`src/rtl/mips_pkg.sv`:
```
// Shared MIPS definitions: multiply/divide op codes,
// MDU FSM state type and iteration count.
package mips_pkg;

  localparam int MDU_ITER = 32;

  localparam logic [2:0] MDU_OP_MULT  = 3'd0;
  localparam logic [2:0] MDU_OP_MULTU = 3'd1;
  localparam logic [2:0] MDU_OP_DIV   = 3'd2;
  localparam logic [2:0] MDU_OP_DIVU  = 3'd3;
  localparam logic [2:0] MDU_OP_MTHI  = 3'd4;
  localparam logic [2:0] MDU_OP_MTLO  = 3'd5;

  typedef enum logic [1:0] {
    MDU_IDLE,
    MDU_CALC,
    MDU_FIX
  } mdu_state_t;

endpackage

```
`src/rtl/mdu_shift_core.sv`:
```
// Sign-agnostic 2*WIDTH accumulator: one shift-add or
// restoring shift-subtract step per enable (MDU_DIV_EN adds divide).
module mdu_shift_core #(
  parameter int WIDTH = 32
) (
  input  logic               clk,
  input  logic               rst_n,
  input  logic               load,
  input  logic               step,
  input  logic               div,
  input  logic [WIDTH-1:0]   opa,
  input  logic [WIDTH-1:0]   opb,
  output logic [2*WIDTH-1:0] acc
);

  logic [2*WIDTH-1:0] acc_q;
  logic [2*WIDTH-1:0] acc_d;
  logic [WIDTH-1:0]   opnd_q;
  logic [WIDTH-1:0]   addend;
  logic [WIDTH:0]     sum;

`ifdef MDU_DIV_EN
  logic               div_q;
  logic [WIDTH:0]     rem_sh;
  logic [WIDTH+1:0]   diff;
`else
  logic               unused_div;
  assign unused_div = div;
`endif

  // Next accumulator value for one iteration
  always_comb begin
    addend = acc_q[0] ? opnd_q : {WIDTH{1'b0}};
    sum    = {1'b0, acc_q[2*WIDTH-1:WIDTH]} + {1'b0, addend};
    acc_d  = {sum, acc_q[WIDTH-1:1]};
`ifdef MDU_DIV_EN
    rem_sh = acc_q[2*WIDTH-1:WIDTH-1];
    diff   = {1'b0, rem_sh} - {2'b00, opnd_q};
    if (div_q) begin
      if (diff[WIDTH+1])
        acc_d = {rem_sh[WIDTH-1:0], acc_q[WIDTH-2:0], 1'b0};
      else
        acc_d = {diff[WIDTH-1:0], acc_q[WIDTH-2:0], 1'b1};
    end
`endif
  end

  // Load operands or advance one step
  always_ff @(posedge clk or negedge rst_n) begin
    if (!rst_n) begin
      acc_q  <= '0;
      opnd_q <= '0;
`ifdef MDU_DIV_EN
      div_q  <= 1'b0;
`endif
    end else if (load) begin
      acc_q  <= {{WIDTH{1'b0}}, opa};
      opnd_q <= opb;
`ifdef MDU_DIV_EN
      div_q  <= div;
`endif
    end else if (step) begin
      acc_q  <= acc_d;
    end
  end

  assign acc = acc_q;

endmodule

```
`src/rtl/mult_div_unit.sv`:
```
// Iterative MIPS multiply/divide unit with HI/LO registers.
// Define MDU_DIV_EN to build the DIV/DIVU datapath.
module mult_div_unit
  import mips_pkg::*;
#(
  parameter int WIDTH = 32
) (
  input  logic             clk,
  input  logic             rst_n,
  input  logic             start,
  input  logic [2:0]       op,
  input  logic [WIDTH-1:0] a,
  input  logic [WIDTH-1:0] b,
  input  logic             flush,
  output logic [WIDTH-1:0] hi,
  output logic [WIDTH-1:0] lo,
  output logic             busy,
  output logic             done,
  output logic             div_zero
);

  mdu_state_t state_q;
  mdu_state_t state_d;

  logic [5:0]         cnt_q;
  logic               neg_q;
  logic               done_q;
  logic [WIDTH-1:0]   hi_q;
  logic [WIDTH-1:0]   lo_q;
  logic [2*WIDTH-1:0] acc;
  logic [2*WIDTH-1:0] prod;
  logic [WIDTH-1:0]   res_hi;
  logic [WIDTH-1:0]   res_lo;

  logic mul_op;
  logic div_op;
  logic sgn_op;
  logic go;
  logic load;
  logic step;

  logic [WIDTH-1:0] abs_a;
  logic [WIDTH-1:0] abs_b;

`ifdef MDU_DIV_EN
  logic             is_div_q;
  logic             rneg_q;
  logic             dz_q;
  logic             dz_out_q;
  logic [WIDTH-1:0] quo;
  logic [WIDTH-1:0] rem;
`endif

  assign mul_op = (op == MDU_OP_MULT) || (op == MDU_OP_MULTU);
`ifdef MDU_DIV_EN
  assign div_op = (op == MDU_OP_DIV) || (op == MDU_OP_DIVU);
`else
  assign div_op = 1'b0;
`endif
  assign sgn_op = (op == MDU_OP_MULT) || (op == MDU_OP_DIV);
  assign go     = start && (mul_op || div_op);
  assign abs_a  = (sgn_op && a[WIDTH-1]) ? -a : a;
  assign abs_b  = (sgn_op && b[WIDTH-1]) ? -b : b;
  assign load   = (state_q == MDU_IDLE) && go && !flush;
  assign step   = (state_q == MDU_CALC) && !flush;

  mdu_shift_core #(
    .WIDTH (WIDTH)
  ) u_core (
    .clk   (clk),
    .rst_n (rst_n),
    .load  (load),
    .step  (step),
    .div   (div_op),
    .opa   (abs_a),
    .opb   (abs_b),
    .acc   (acc)
  );

  // FSM state register
  always_ff @(posedge clk or negedge rst_n) begin
    if (!rst_n) state_q <= MDU_IDLE;
    else        state_q <= state_d;
  end

  // Next state and busy decode; flush wins over everything
  always_comb begin
    state_d = state_q;
    busy    = 1'b0;
    unique case (state_q)
      MDU_IDLE: if (go) state_d = MDU_CALC;
      MDU_CALC: begin
        busy = 1'b1;
        if (cnt_q == 6'(MDU_ITER - 1)) state_d = MDU_FIX;
      end
      MDU_FIX: begin
        busy    = 1'b1;
        state_d = MDU_IDLE;
      end
      default: state_d = MDU_IDLE;
    endcase
    if (flush) state_d = MDU_IDLE;
  end

  // Sign fix-up of the unsigned accumulator result
  always_comb begin
    prod   = neg_q ? -acc : acc;
    res_hi = prod[2*WIDTH-1:WIDTH];
    res_lo = prod[WIDTH-1:0];
`ifdef MDU_DIV_EN
    quo = acc[WIDTH-1:0];
    rem = acc[2*WIDTH-1:WIDTH];
    if (is_div_q) begin
      res_lo = dz_q ? {WIDTH{1'b1}} : (neg_q ? -quo : quo);
      res_hi = rneg_q ? -rem : rem;
    end
`endif
  end

  // Counter, op flags, HI/LO and completion pulses
  always_ff @(posedge clk or negedge rst_n) begin
    if (!rst_n) begin
      cnt_q    <= '0;
      neg_q    <= 1'b0;
      done_q   <= 1'b0;
      hi_q     <= '0;
      lo_q     <= '0;
`ifdef MDU_DIV_EN
      is_div_q <= 1'b0;
      rneg_q   <= 1'b0;
      dz_q     <= 1'b0;
      dz_out_q <= 1'b0;
`endif
    end else begin
      done_q   <= 1'b0;
`ifdef MDU_DIV_EN
      dz_out_q <= 1'b0;
`endif
      if (!flush) begin
        unique case (state_q)
          MDU_IDLE: begin
            if (start && op == MDU_OP_MTHI) begin
              hi_q   <= a;
              done_q <= 1'b1;
            end else if (start && op == MDU_OP_MTLO) begin
              lo_q   <= a;
              done_q <= 1'b1;
            end else if (go) begin
              cnt_q    <= '0;
              neg_q    <= sgn_op && (a[WIDTH-1] ^ b[WIDTH-1]);
`ifdef MDU_DIV_EN
              is_div_q <= div_op;
              rneg_q   <= sgn_op && a[WIDTH-1];
              dz_q     <= div_op && (b == '0);
`endif
            end
          end
          MDU_CALC: cnt_q <= cnt_q + 6'd1;
          MDU_FIX: begin
            hi_q     <= res_hi;
            lo_q     <= res_lo;
            done_q   <= 1'b1;
`ifdef MDU_DIV_EN
            dz_out_q <= dz_q;
`endif
          end
          default: ;
        endcase
      end
    end
  end

  assign hi   = hi_q;
  assign lo   = lo_q;
  assign done = done_q;
`ifdef MDU_DIV_EN
  assign div_zero = dz_out_q;
`else
  assign div_zero = 1'b0;
`endif

endmodule

```
`config.mk`:
```
export PLATFORM = sky130hd
export DESIGN_NAME = mult_div_unit
export DESIGN_NICKNAME = d
export VERILOG_FILES = /design/src/rtl/mips_pkg.sv /design/src/rtl/mdu_shift_core.sv /design/src/rtl/mult_div_unit.sv
export SDC_FILE = /design/constraint.sdc
export NUM_CORES = 1
export LEC_CHECK = 0
export CORE_MARGIN = 4
export CORE_UTILIZATION = 40
export CTS_BUF_LIST = sky130_fd_sc_hd__clkbuf_4
export DETAILED_ROUTE_END_ITERATION = 8
export PLACE_DENSITY = 0.71
export SYNTH_ARGS = -nofsm -noshare
export SYNTH_HDL_FRONTEND = slang
export SYNTH_SLANG_ARGS = --single-unit
```
`constraint.sdc`:
```
create_clock -name clk -period 7.7 [get_ports clk]
set_clock_uncertainty 0.2 [all_clocks]
set_input_delay 0.77 -clock clk [delete_from_list [all_inputs] [get_ports clk]]
set_output_delay 0.77 -clock clk [all_outputs]
set_load 0.005 [all_outputs]
```
==> qor.yml, run 1 <==
logic_synthesis:
  yosysMostFrequentCell: "nand2_1"
  synth-main-ff-cell: "dfrtp_1"
  synth_top_area_frac: 0.3551
  synth_cell_types: 73
  synth_area_leaders: "dfrtp_1 (36%), xor2_1 (7.4%), nand2_1 (6.2%)"
  async_reset_ff_frac: 1.000
  synth_top_cells_by_count: "nand2_1 (197), dfrtp_1 (170), nor2_1 (136), o21ai_0 (118), xor2_1 (101)"
  synth-seq-cells: 170
  yosys_warnings: 0
  yosysTopAreaCell: "dfrtp_1"
  postSynthCellCount: 1438
  synth_area_um2: 11980
  syn_area_per_cell_um2: 8.331
  syn_nets: 1550
  synth_edf_count: 0
  seq_area_frac_synth: 0.3551
clock_tree:
  cts_buffer_depth: 2
  cts_buffers: 17
  holdBufCountCts: 0
  cts.sinks: 170
  cts_tree: "done"
  clkLatencyLatePin_ns: 0.60
  post-cts-setup-buffers: 0
  clk_pin_slew_worst_paths_ns: 0.17
  cts_root_buf: "clkbuf_4"
  post_cts_resized: 0
  htreeDepth: 4
worst_setup_path:
  r2r-end: "u_core.acc[59]"
  arrival_ns: 4.34
  worstSetupEndpointType: "flip-flop"
  ff2ff_path_depth: 9
  critPathKind: "flip-flop to flip-flop"
  cp.required_ns: 7.98
  r2r-start: "u_core.acc[0]"
  worstPathMaxFanout: 36
  reg2reg_setup_slack_ns: 3.65
  setup.worst_path.start_class: "flip-flop"
floorplan:
  core_area_um2: 29560
  start_util: 0.4053
  io_pins: 138
  die_h_um: 181.1
  die-area_um2: 32780
  row_count: 63
  die_w_um: 181.1
final_layout:
  fin_nets: 1626
  area_growth_pct: 15.46
  fin_util: 0.4679
  layout-drive-gt1-share: 0.05239
global_routing:
  grt_pass1_vias: 10360
  grt.total_usage: 0.2091
  antenna_found_initial: 1
  grt_max_degree: 100
  grt_pass1_wl_um: 56440
  grt_overflow: 0
run:
  max_cap_violations: 0
power_and_ir_drop:
  p_leak_uw: 0.005651
  pwr-share-comb: 0.426
  p_sw_frac: 0.4238
  power.internal_uw: 2026
  peakVddDrop_mv: 0.09348
  switchingPower_uw: 1491
  powerDensity_nw_per_um2: 254.3
  totalPowerFinal_uw: 3517
  p_clk_frac: 0.145
  power_frac_seq: 0.429
outcome:
  status: "completed"
drt:
  final_antenna_net_count: 0
  drt-vias-per-instance: 5.766
  routed_wirelength_um: 35080
  drt_pass1_iterations: 5
  drtIter0Drc: 1171
  wl_per_cell_um: 18.29
  num_vias: 11060
  drc: 0
timing:
  worst_pin_slew_ns: 1.103
  setup_viol: 0
  rsz0062_at_grt: "false"
  fin_setup_tns_ns: 0
  min_period_ns: 4.055
  maxSlewViolCount: 0
  max_freq_ghz: 0.2466
  finalHoldViolCount: 0
  max-slew-margin-rel: 0.2620
  fin_crit_sh: 0.5266
hold_path:
  hp-class: "input port to async pin"
placed_design:
  gp_congestion: 0.9150
  portBuffers: 136
  dp_hpwl_um: 26230
## per-stage QoR
step           std cells  setup WS (ns)  hold slack, ns  cell area (µm²)
2_1_floorplan       1438          4.391          0.2304            11980
3_3_place_gp        1885          3.773          0.2485            13570
3_5_place_dp        1885          3.672          0.2534            13570
4_1_cts             1917          3.652         0.08105            13830
5_1_grt             1918          3.439          0.1111            13830
6_report            1918          3.645         0.03404            13830
## registers in the layout, summed over array words and instances (netlist names)
signal and count:
hi 32, u_core.opnd_q 32, neg_q 1, state_q 2
lo 32, u_core.acc 64, cnt_q 6, done 1
## logic make-up after synthesis
logic type	after synthesis	synth area share
simple gates	530	0.2125
compound gates	432	0.2392
flops	170	0.3551
xor+xnor	147	0.1075
buf+inv	111	0.03687
fa+ha+maj	41	0.04345
mux	6	0.005118
other cells	1	0.0003130
## power groups by stage
| stage | clock network, µW | logic [µW] | registers (µW) |
|---|---|---|---|
| after global placement | 0 | 1470 | 1510 |
| after global routing | 558 | 1670 | 1550 |
| final | 509 | 1500 | 1510 |
| after floorplan | 0 | 1030 | 1380 |
| after CTS | 519 | 1500 | 1500 |
| after detailed placement | 0 | 1490 | 1520 |
## worst max-delay path by stage
| stage | cells past startpoint | slack, ns | from | end |
|---|---|---|---|---|
| CTS | 9 | 3.65 | u_core.acc[0] | u_core.acc[59] |
| global route | 9 | 3.44 | u_core.acc[0] | u_core.acc[59] |
| detailed placement | 9 | 3.67 | u_core.acc[0] | u_core.acc[59] |
| floorplan | 10 | 4.39 | u_core.acc[0] | u_core.acc[59] |
| finish | 9 | 3.65 | u_core.acc[0] | u_core.acc[59] |
| global placement | 9 | 3.77 | u_core.acc[0] | u_core.acc[59] |
## critical path, stage by stage (launching register included)
cell and delay, ns:
dfrtp_1 0.97, and2_1 0.25, ha_1 0.31, a21o_1 0.25, a2111oi_2 0.36, a21oi_1 0.21
or4_1 0.57, a211oi_2 0.38, o21ai_1 0.13, a221o_1 0.29
## per-layer routing
metal | wire (µm) | track usage
met1 | 15810 | 0.3032
met5 | 0 | 0
met3 | 2569 | 0.03181
met2 | 15700 | 0.3223
met4 | 1002 | 0.06665
## cell type report
class	count	area [µm²]
Antenna cell	1	2.502
Clock buffer	18	135.1
Clock inverter	14	122.6
Fill cell	2898	15730
Inverter	21	78.83
Multi-Input combinational cell	1157	7305
Sequential cell	170	4255
Tap cell	390	488.0
Timing Repair Buffer	147	1445
## cells in the final DEF, fill, tap and decap left out, types with 4 or more instances in the layout
master           count
a211oi_1            35
o211ai_1             4
o21a_1               5
inv_1               21
buf_4               11
clkdlybuf4s50_1    135
and3_1               9
a21oi_1             77
mux2i_1              5
or4_1               21
and2_1              39
nand2b_1             8
xor2_1             101
a21o_1              42
nor2b_1              5
o22ai_1              5
a31oi_1             44
or4_4                4
o31ai_1             32
o21ai_0            118
o21bai_1             4
or3_1               20
xnor2_1             46
o41ai_1             12
or2_2                5
a221oi_1            17
nor3_1              12
ha_1                39
clkbuf_4            18
o41ai_2              6
nand4_1             15
clkinvlp_4           4
nor4_1              13
nand2_1            197
nor2_1             135
dfrtp_1            169
nand3_1             26
No activity file was read; power rests on OpenSTA's default activity.
==> run 2, diff against run 1 <==
- clock period: 7.7 -> 4 ns (I/O delays scaled with it)
==> qor.yml, run 2 (synthesized netlist as in run 1, its figures left out) <==
floorplan:
  start_util: 0.4053  # unchanged
  core_area_um2: 29560  # unchanged
  die_w_um: 181.1  # unchanged
  die-area_um2: 32780  # unchanged
  io_pins: 138  # unchanged
  die_h_um: 181.1  # unchanged
  row_count: 63  # unchanged
worst_setup_path:
  worstPathMaxFanout: 16  # -56%
  crit_buf_inv: 0  # unchanged
  slowest_stage: "dfrtp_1"
  ff2ff_path_depth: 9  # unchanged
  worstSetupEndpointType: "flip-flop"
  path_cells: "and2_1 > ha_1 > a21o_1 > a2111oi_2 > a21oi_1 > or4_1 > a211oi_2 > o21ai_1 > a221o_1"
  cp.required_ns: 4.27  # -3.71 ns
  reg2reg_setup_slack_ns: 0.37  # -3.27 ns
  startpoint: "u_core.acc[0]"
  r2r-start: "u_core.acc[0]"
  critPathKind: "flip-flop to flip-flop"
  setup.worst_path.start_class: "flip-flop"
  slowest_delay_ns: 0.59  # -0.38 ns
  critPathTopFamily: "compound AO/OA/AOI/OAI gates"
  r2r-end: "u_core.acc[59]"
  arrival_ns: 3.90  # -0.44 ns
final_layout:
  final_common_cell: "nand2_1"
  layout-drive-gt1-share: 0.06157  # +0.009178
  area_growth_pct: 16.39
  largest_reg_flops: 64  # unchanged
  mostFrequentLayoutCells: "nand2_1 (197), dfrtp_1 (169), nor2_1 (135), clkdlybuf4s50_1 (135), o21ai_0 (118)"
  multi_input_area_um2: 7305  # unchanged
  regArea_um2: 4255  # unchanged
  n_fill_cell: 2882  # -0.55%
  fin_nets: 1642  # +0.98%
clock_tree:
  cts_buffer_depth: 2  # unchanged
  cts_buffers: 17  # unchanged
  clkLatencyLatePin_ns: 0.59  # about the same
  cts_tree: "done"
  cts.sinks: 170  # unchanged
  cts_root_buf: "clkbuf_4"
  post_cts_resized: 0  # unchanged
  clk_pin_slew_worst_paths_ns: 0.17  # about the same
  htreeDepth: 4  # unchanged
global_routing:
  grt_pass1_vias: 10350  # -0.14%
  grt.total_usage: 0.2117  # +0.002655
  grt_max_degree: 82  # -18%
  grt_overflow: 0  # unchanged
  grt_pass1_wl_um: 56650  # +0.37%
  antenna_found_initial: 1  # unchanged
timing:
  min_period_ns: 3.628  # -0.4267 ns
  maxSlewViolCount: 0  # unchanged
  fin_crit_sh: 0.9071  # +0.3805
  rsz0062_at_grt: "false"
  worst_pin_slew_ns: 0.9637  # -0.1392 ns
  max_freq_ghz: 0.2756  # +12%
  fin_setup_tns_ns: 0  # unchanged
  finalHoldViolCount: 0  # unchanged
  setup_viol: 0  # unchanged
  max-slew-margin-rel: 0.3552  # +0.09312
drt:
  drc: 0  # unchanged
  dr_wl_met3_um: 2471  # -3.8%
  num_vias: 11150  # +0.82%
  highest_layer: "met4"
  routed_wirelength_um: 35700  # +1.8%
  drt-vias-per-instance: 5.765  # about the same
  wl_per_cell_um: 18.46  # +0.94%
  drt-met1-wl_um: 16020  # +1.3%
  drt_pass1_iterations: 5  # unchanged
  final_antenna_net_count: 0  # unchanged
  met2WireLength_um: 16530  # +5.3%
  drtIter0Drc: 1011  # -14%
power_and_ir_drop:
  totalPowerFinal_uw: 6781  # +93%
  power_frac_seq: 0.427  # -0.002
  p_leak_uw: 0.005729  # +1.4%
  p_clk_frac: 0.140  # -0.005
  pwr-share-comb: 0.433  # +0.007
  power.internal_uw: 3866  # +91%
  peakVddDrop_mv: 0.1874  # +100%
  switchingPower_uw: 2915  # +96%
  powerDensity_nw_per_um2: 486.4  # +91%
  p_sw_frac: 0.4299  # +0.006040
placed_design:
  portBuffers: 136  # unchanged
  dp_hpwl_um: 27310  # +4.1%
  gp_congestion: 0.9528  # +4.1%
run:
  max_cap_violations: 0  # unchanged
outcome:
  status: "completed"
hold_path:
  hp-class: "input port to async pin"
-- run 2: per-layer routing --
metal	vias up	global-route usage
met5	-	0
met3	51	0.03181
met1	5305	0.3021
li1	5379	-
met2	415	0.3397
met4	0	0.05314
-- run 2: worst max-delay path by stage --
stage	end	slack, ns	depth (start not counted)
after floorplan	u_core.acc[59]	0.69	10
after detailed placement	u_core.acc[59]	0.45	9
after global placement	u_core.acc[59]	0.51	9
final	u_core.acc[59]	0.37	9
after CTS	u_core.acc[59]	0.41	9
after global routing	u_core.acc[59]	0.19	9
-- run 2: what timing repair did --
action,in CTS,in global routing
hold endpoints to repair,77,0
hold buffers,1,0
setup buffers,0,0
-- run 2: power by group through the flow --
stage	sequential (µW)	clock, µW	combinational [µW]
floorplan	2650	0	1980
global placement	2900	0	2880
detailed placement	2920	0	2920
CTS	2880	969	2930
global route	2970	1040	3250
finish	2900	948	2940
-- run 2: area by class of cell --
type / count / area share
Multi-Input combinational cell: 1157 / 0.5239
Timing Repair Buffer: 163 / 0.1124
Clock buffer: 18 / 0.009691
Clock inverter: 14 / 0.007986
Antenna cell: 1 / 0.0001795
Tap cell: 390 / 0.03500
Sequential cell: 170 / 0.3052
Inverter: 21 / 0.005653
-- run 2: stage by stage --
| step | std cells | hold slack [ns] | setup slack [ns] | util | area (µm²) |
|---|---|---|---|---|---|
| global route | 1934 | 0.2361 | 0.1907 | 0.4717 | 13940 |
| detailed placement | 1900 | 0.2599 | 0.4476 | 0.4629 | 13680 |
| finish | 1934 | 0.1963 | 0.3717 | 0.4717 | 13940 |
| global placement | 1900 | 0.2461 | 0.5136 | 0.4629 | 13680 |
| floorplan | 1438 | -0.09559 | 0.6909 | - | 11980 |
| CTS | 1933 | 0.2165 | 0.4054 | 0.4716 | 13940 |
==> run 3, diff against run 2 <==
- PLACE_DENSITY: 0.71 -> 0.73
- clock period: 4 -> 3.1 ns (I/O delays scaled with it)
==> qor.yml, run 3 (synthesized netlist as in run 1, its figures left out) <==
outcome:
  status: "finished with violations"
  failed_checks: "negative setup slack"
global_routing:
  antenna_found_initial: 1  # unchanged
  grt_overflow: 0  # unchanged
  grt_max_degree: 69  # -16%
  grt_pass1_wl_um: 60020  # +5.9%
  grt_pass1_vias: 11180  # +8.1%
  grt.total_usage: 0.2221  # +0.01040
power_and_ir_drop:
  switchingPower_uw: 4045  # +39%
  power_frac_seq: 0.375  # -0.052
  peakVddDrop_mv: 0.2782  # +48%
  power.internal_uw: 5747  # +49%
  pwr-share-comb: 0.477  # +0.044
  p_leak_uw: 0.006310  # +10%
  p_sw_frac: 0.4131  # -0.01677
  p_clk_frac: 0.149  # +0.009
  powerDensity_nw_per_um2: 645.7  # +33%
floorplan:
  io_pins: 138  # unchanged
  core_area_um2: 29560  # unchanged
  die_h_um: 181.1  # unchanged
  die_w_um: 181.1  # unchanged
  die-area_um2: 32780  # unchanged
  start_util: 0.4053  # unchanged
  row_count: 63  # unchanged
run:
  max_cap_violations: 0  # unchanged
placed_design:
  placed_cells: 1992  # +4.8%
  portBuffers: 136  # unchanged
  dp_hpwl_um: 28890  # +5.8%
  postPlaceCellArea_um2: 14460  # +5.6%
  gp_congestion: 0.8999  # -5.6%
worst_setup_path:
  worstPathMaxFanout: 7  # -9
  critPathKind: "flip-flop to flip-flop"
  setup.worst_path.start_class: "flip-flop"
  worstSetupEndpointType: "flip-flop"
  cp.required_ns: 3.41  # -0.86 ns
  arrival_ns: 3.43  # -0.47 ns
drt:
  drc: 0  # unchanged
  wl_per_cell_um: 18.75  # +1.6%
  routed_wirelength_um: 38130  # +6.8%
  drt_pass1_iterations: 5  # unchanged
  drtIter0Drc: 1002  # -0.89%
  final_antenna_net_count: 0  # unchanged
  num_vias: 11710  # +5.0%
  drt-vias-per-instance: 5.761  # about the same
timing:
  maxSlewViolCount: 0  # unchanged
  finalHoldViolCount: 0  # unchanged
  setup_viol: 1  # +1
  fin_crit_sh: 1.004  # +0.09710
  setup_ws_ns: -0.01299  # -0.3846 ns
  min_period_ns: 3.113  # -0.5154 ns
  worst_pin_slew_ns: 1.069  # +0.1053 ns
  max_freq_ghz: 0.3212  # +17%
  max-slew-margin-rel: 0.2847  # -0.07049
  rsz0062_at_grt: "true"
hold_path:
  hp-class: "input port to async pin"
clock_tree:
  htreeDepth: 4  # unchanged
  cts_root_buf: "clkbuf_4"
  cts_buffer_depth: 2  # unchanged
  clk_pin_slew_worst_paths_ns: 0.15  # -0.02 ns
  clkLatencyLatePin_ns: 0.59  # about the same
  cts_tree: "done"
  cts.sinks: 170  # unchanged
  cts_buffers: 17  # unchanged
final_layout:
  fin_util: 0.5131  # +0.04135
  fin_cells: 2033  # +5.1%
  layout-drive-gt1-share: 0.1492  # +0.08764
  fin_nets: 1741  # +6.0%
  mostFrequentLayoutCells: "nand2_1 (197), dfrtp_1 (166), clkdlybuf4s50_1 (135)"
  final_common_cell: "nand2_1"
  largest_reg_flops: 64  # unchanged
  area_growth_pct: 26.59
  design_area_um2: 15170  # +8.8%
-- run 3: cell types whose count changed in the layout (fill, tap and decap cells not counted), sizes merged --
cell | previous run | this run
clkinv | 5 | 4
buf | 27 | 124
bufinv | 0 | 3
clkinvlp | 2 | 1
clkbuf | 18 | 19
-- run 3: worst paths after layout --
check / startpoint / end / slack (ns) / depth (start not counted)
setup / recovery: u_core.acc[0] / u_core.acc[60] / -0.01 / 10
hold / removal: rst_n / lo[17] / 0.06 / 2
setup reg to reg: u_core.acc[0] / u_core.acc[60] / -0.01 / 10
hold reg to reg: u_core.opnd_q[8] / u_core.opnd_q[8] / 0.29 / 2
max in group asynchronous: rst_n / neg_q / 1.72 / 3
min in group clk: b[30] / u_core.opnd_q[30] / 0.20 / 3
-- run 3: worst max-delay path: stages (launching register included) --
cell	delay, ns
dfrtp_2	0.53
clkbuf_16	0.20
and2_1	0.16
ha_4	0.29
and4_4	0.22
nand3_1	0.10
or3b_4	0.40
o2bb2ai_2	0.16
o21ba_4	0.24
or4_1	0.47
nand3_1	0.08
-- run 3: cell type report --
type	instances	area, µm²
tap	390	488.0
inverter	21	78.83
clock inverter	15	185.2
multi-input combinational	1157	7609
sequential	170	4259
clock buffer	17	127.6
antenna	1	2.502
timing repair buffer	262	2416
fill	2833	14390
-- run 3: layer usage --
metal	vias to the layer above	part of all wire	global-route usage
met3	86	0.065	0.02738
li1	5576	-	-
met1	5533	0.45	0.3103
met2	517	0.45	0.3569
met4	0	0.036	0.07896
met5	-	0	0
-- run 3: timing repair --
action,in CTS,in global routing
gates cloned,0,2
endpoints found under the setup margin,3,23
pin swaps,1,21
gates resized for setup,4,62
endpoints found under the hold margin,65,0
setup buffers,0,5
hold buffers,1,0
-- run 3: through the flow --
step	hold slack [ns]	setup TNS (ns)	worst slack, ns	total power [µW]
global placement	0.1576	0	0.05696	7899
finish	0.06457	-0.01299	-0.01299	9792
floorplan	-0.1856	0	0.01567	5996
detailed placement	0.1597	-0.02513	-0.01868	8003
global route	0.09466	-0.2590	-0.07704	10420
CTS	0.08472	-0.01015	-0.01015	9491
-- run 3: power groups by stage --
stage	registers (µW)	logic [µW]	clock network, µW
2_1_floorplan	3430	2570	0
3_3_place_gp	3630	4270	0
3_5_place_dp	3660	4340	0
4_1_cts	3610	4400	1470
5_1_grt	3750	5100	1580
6_report	3670	4670	1450
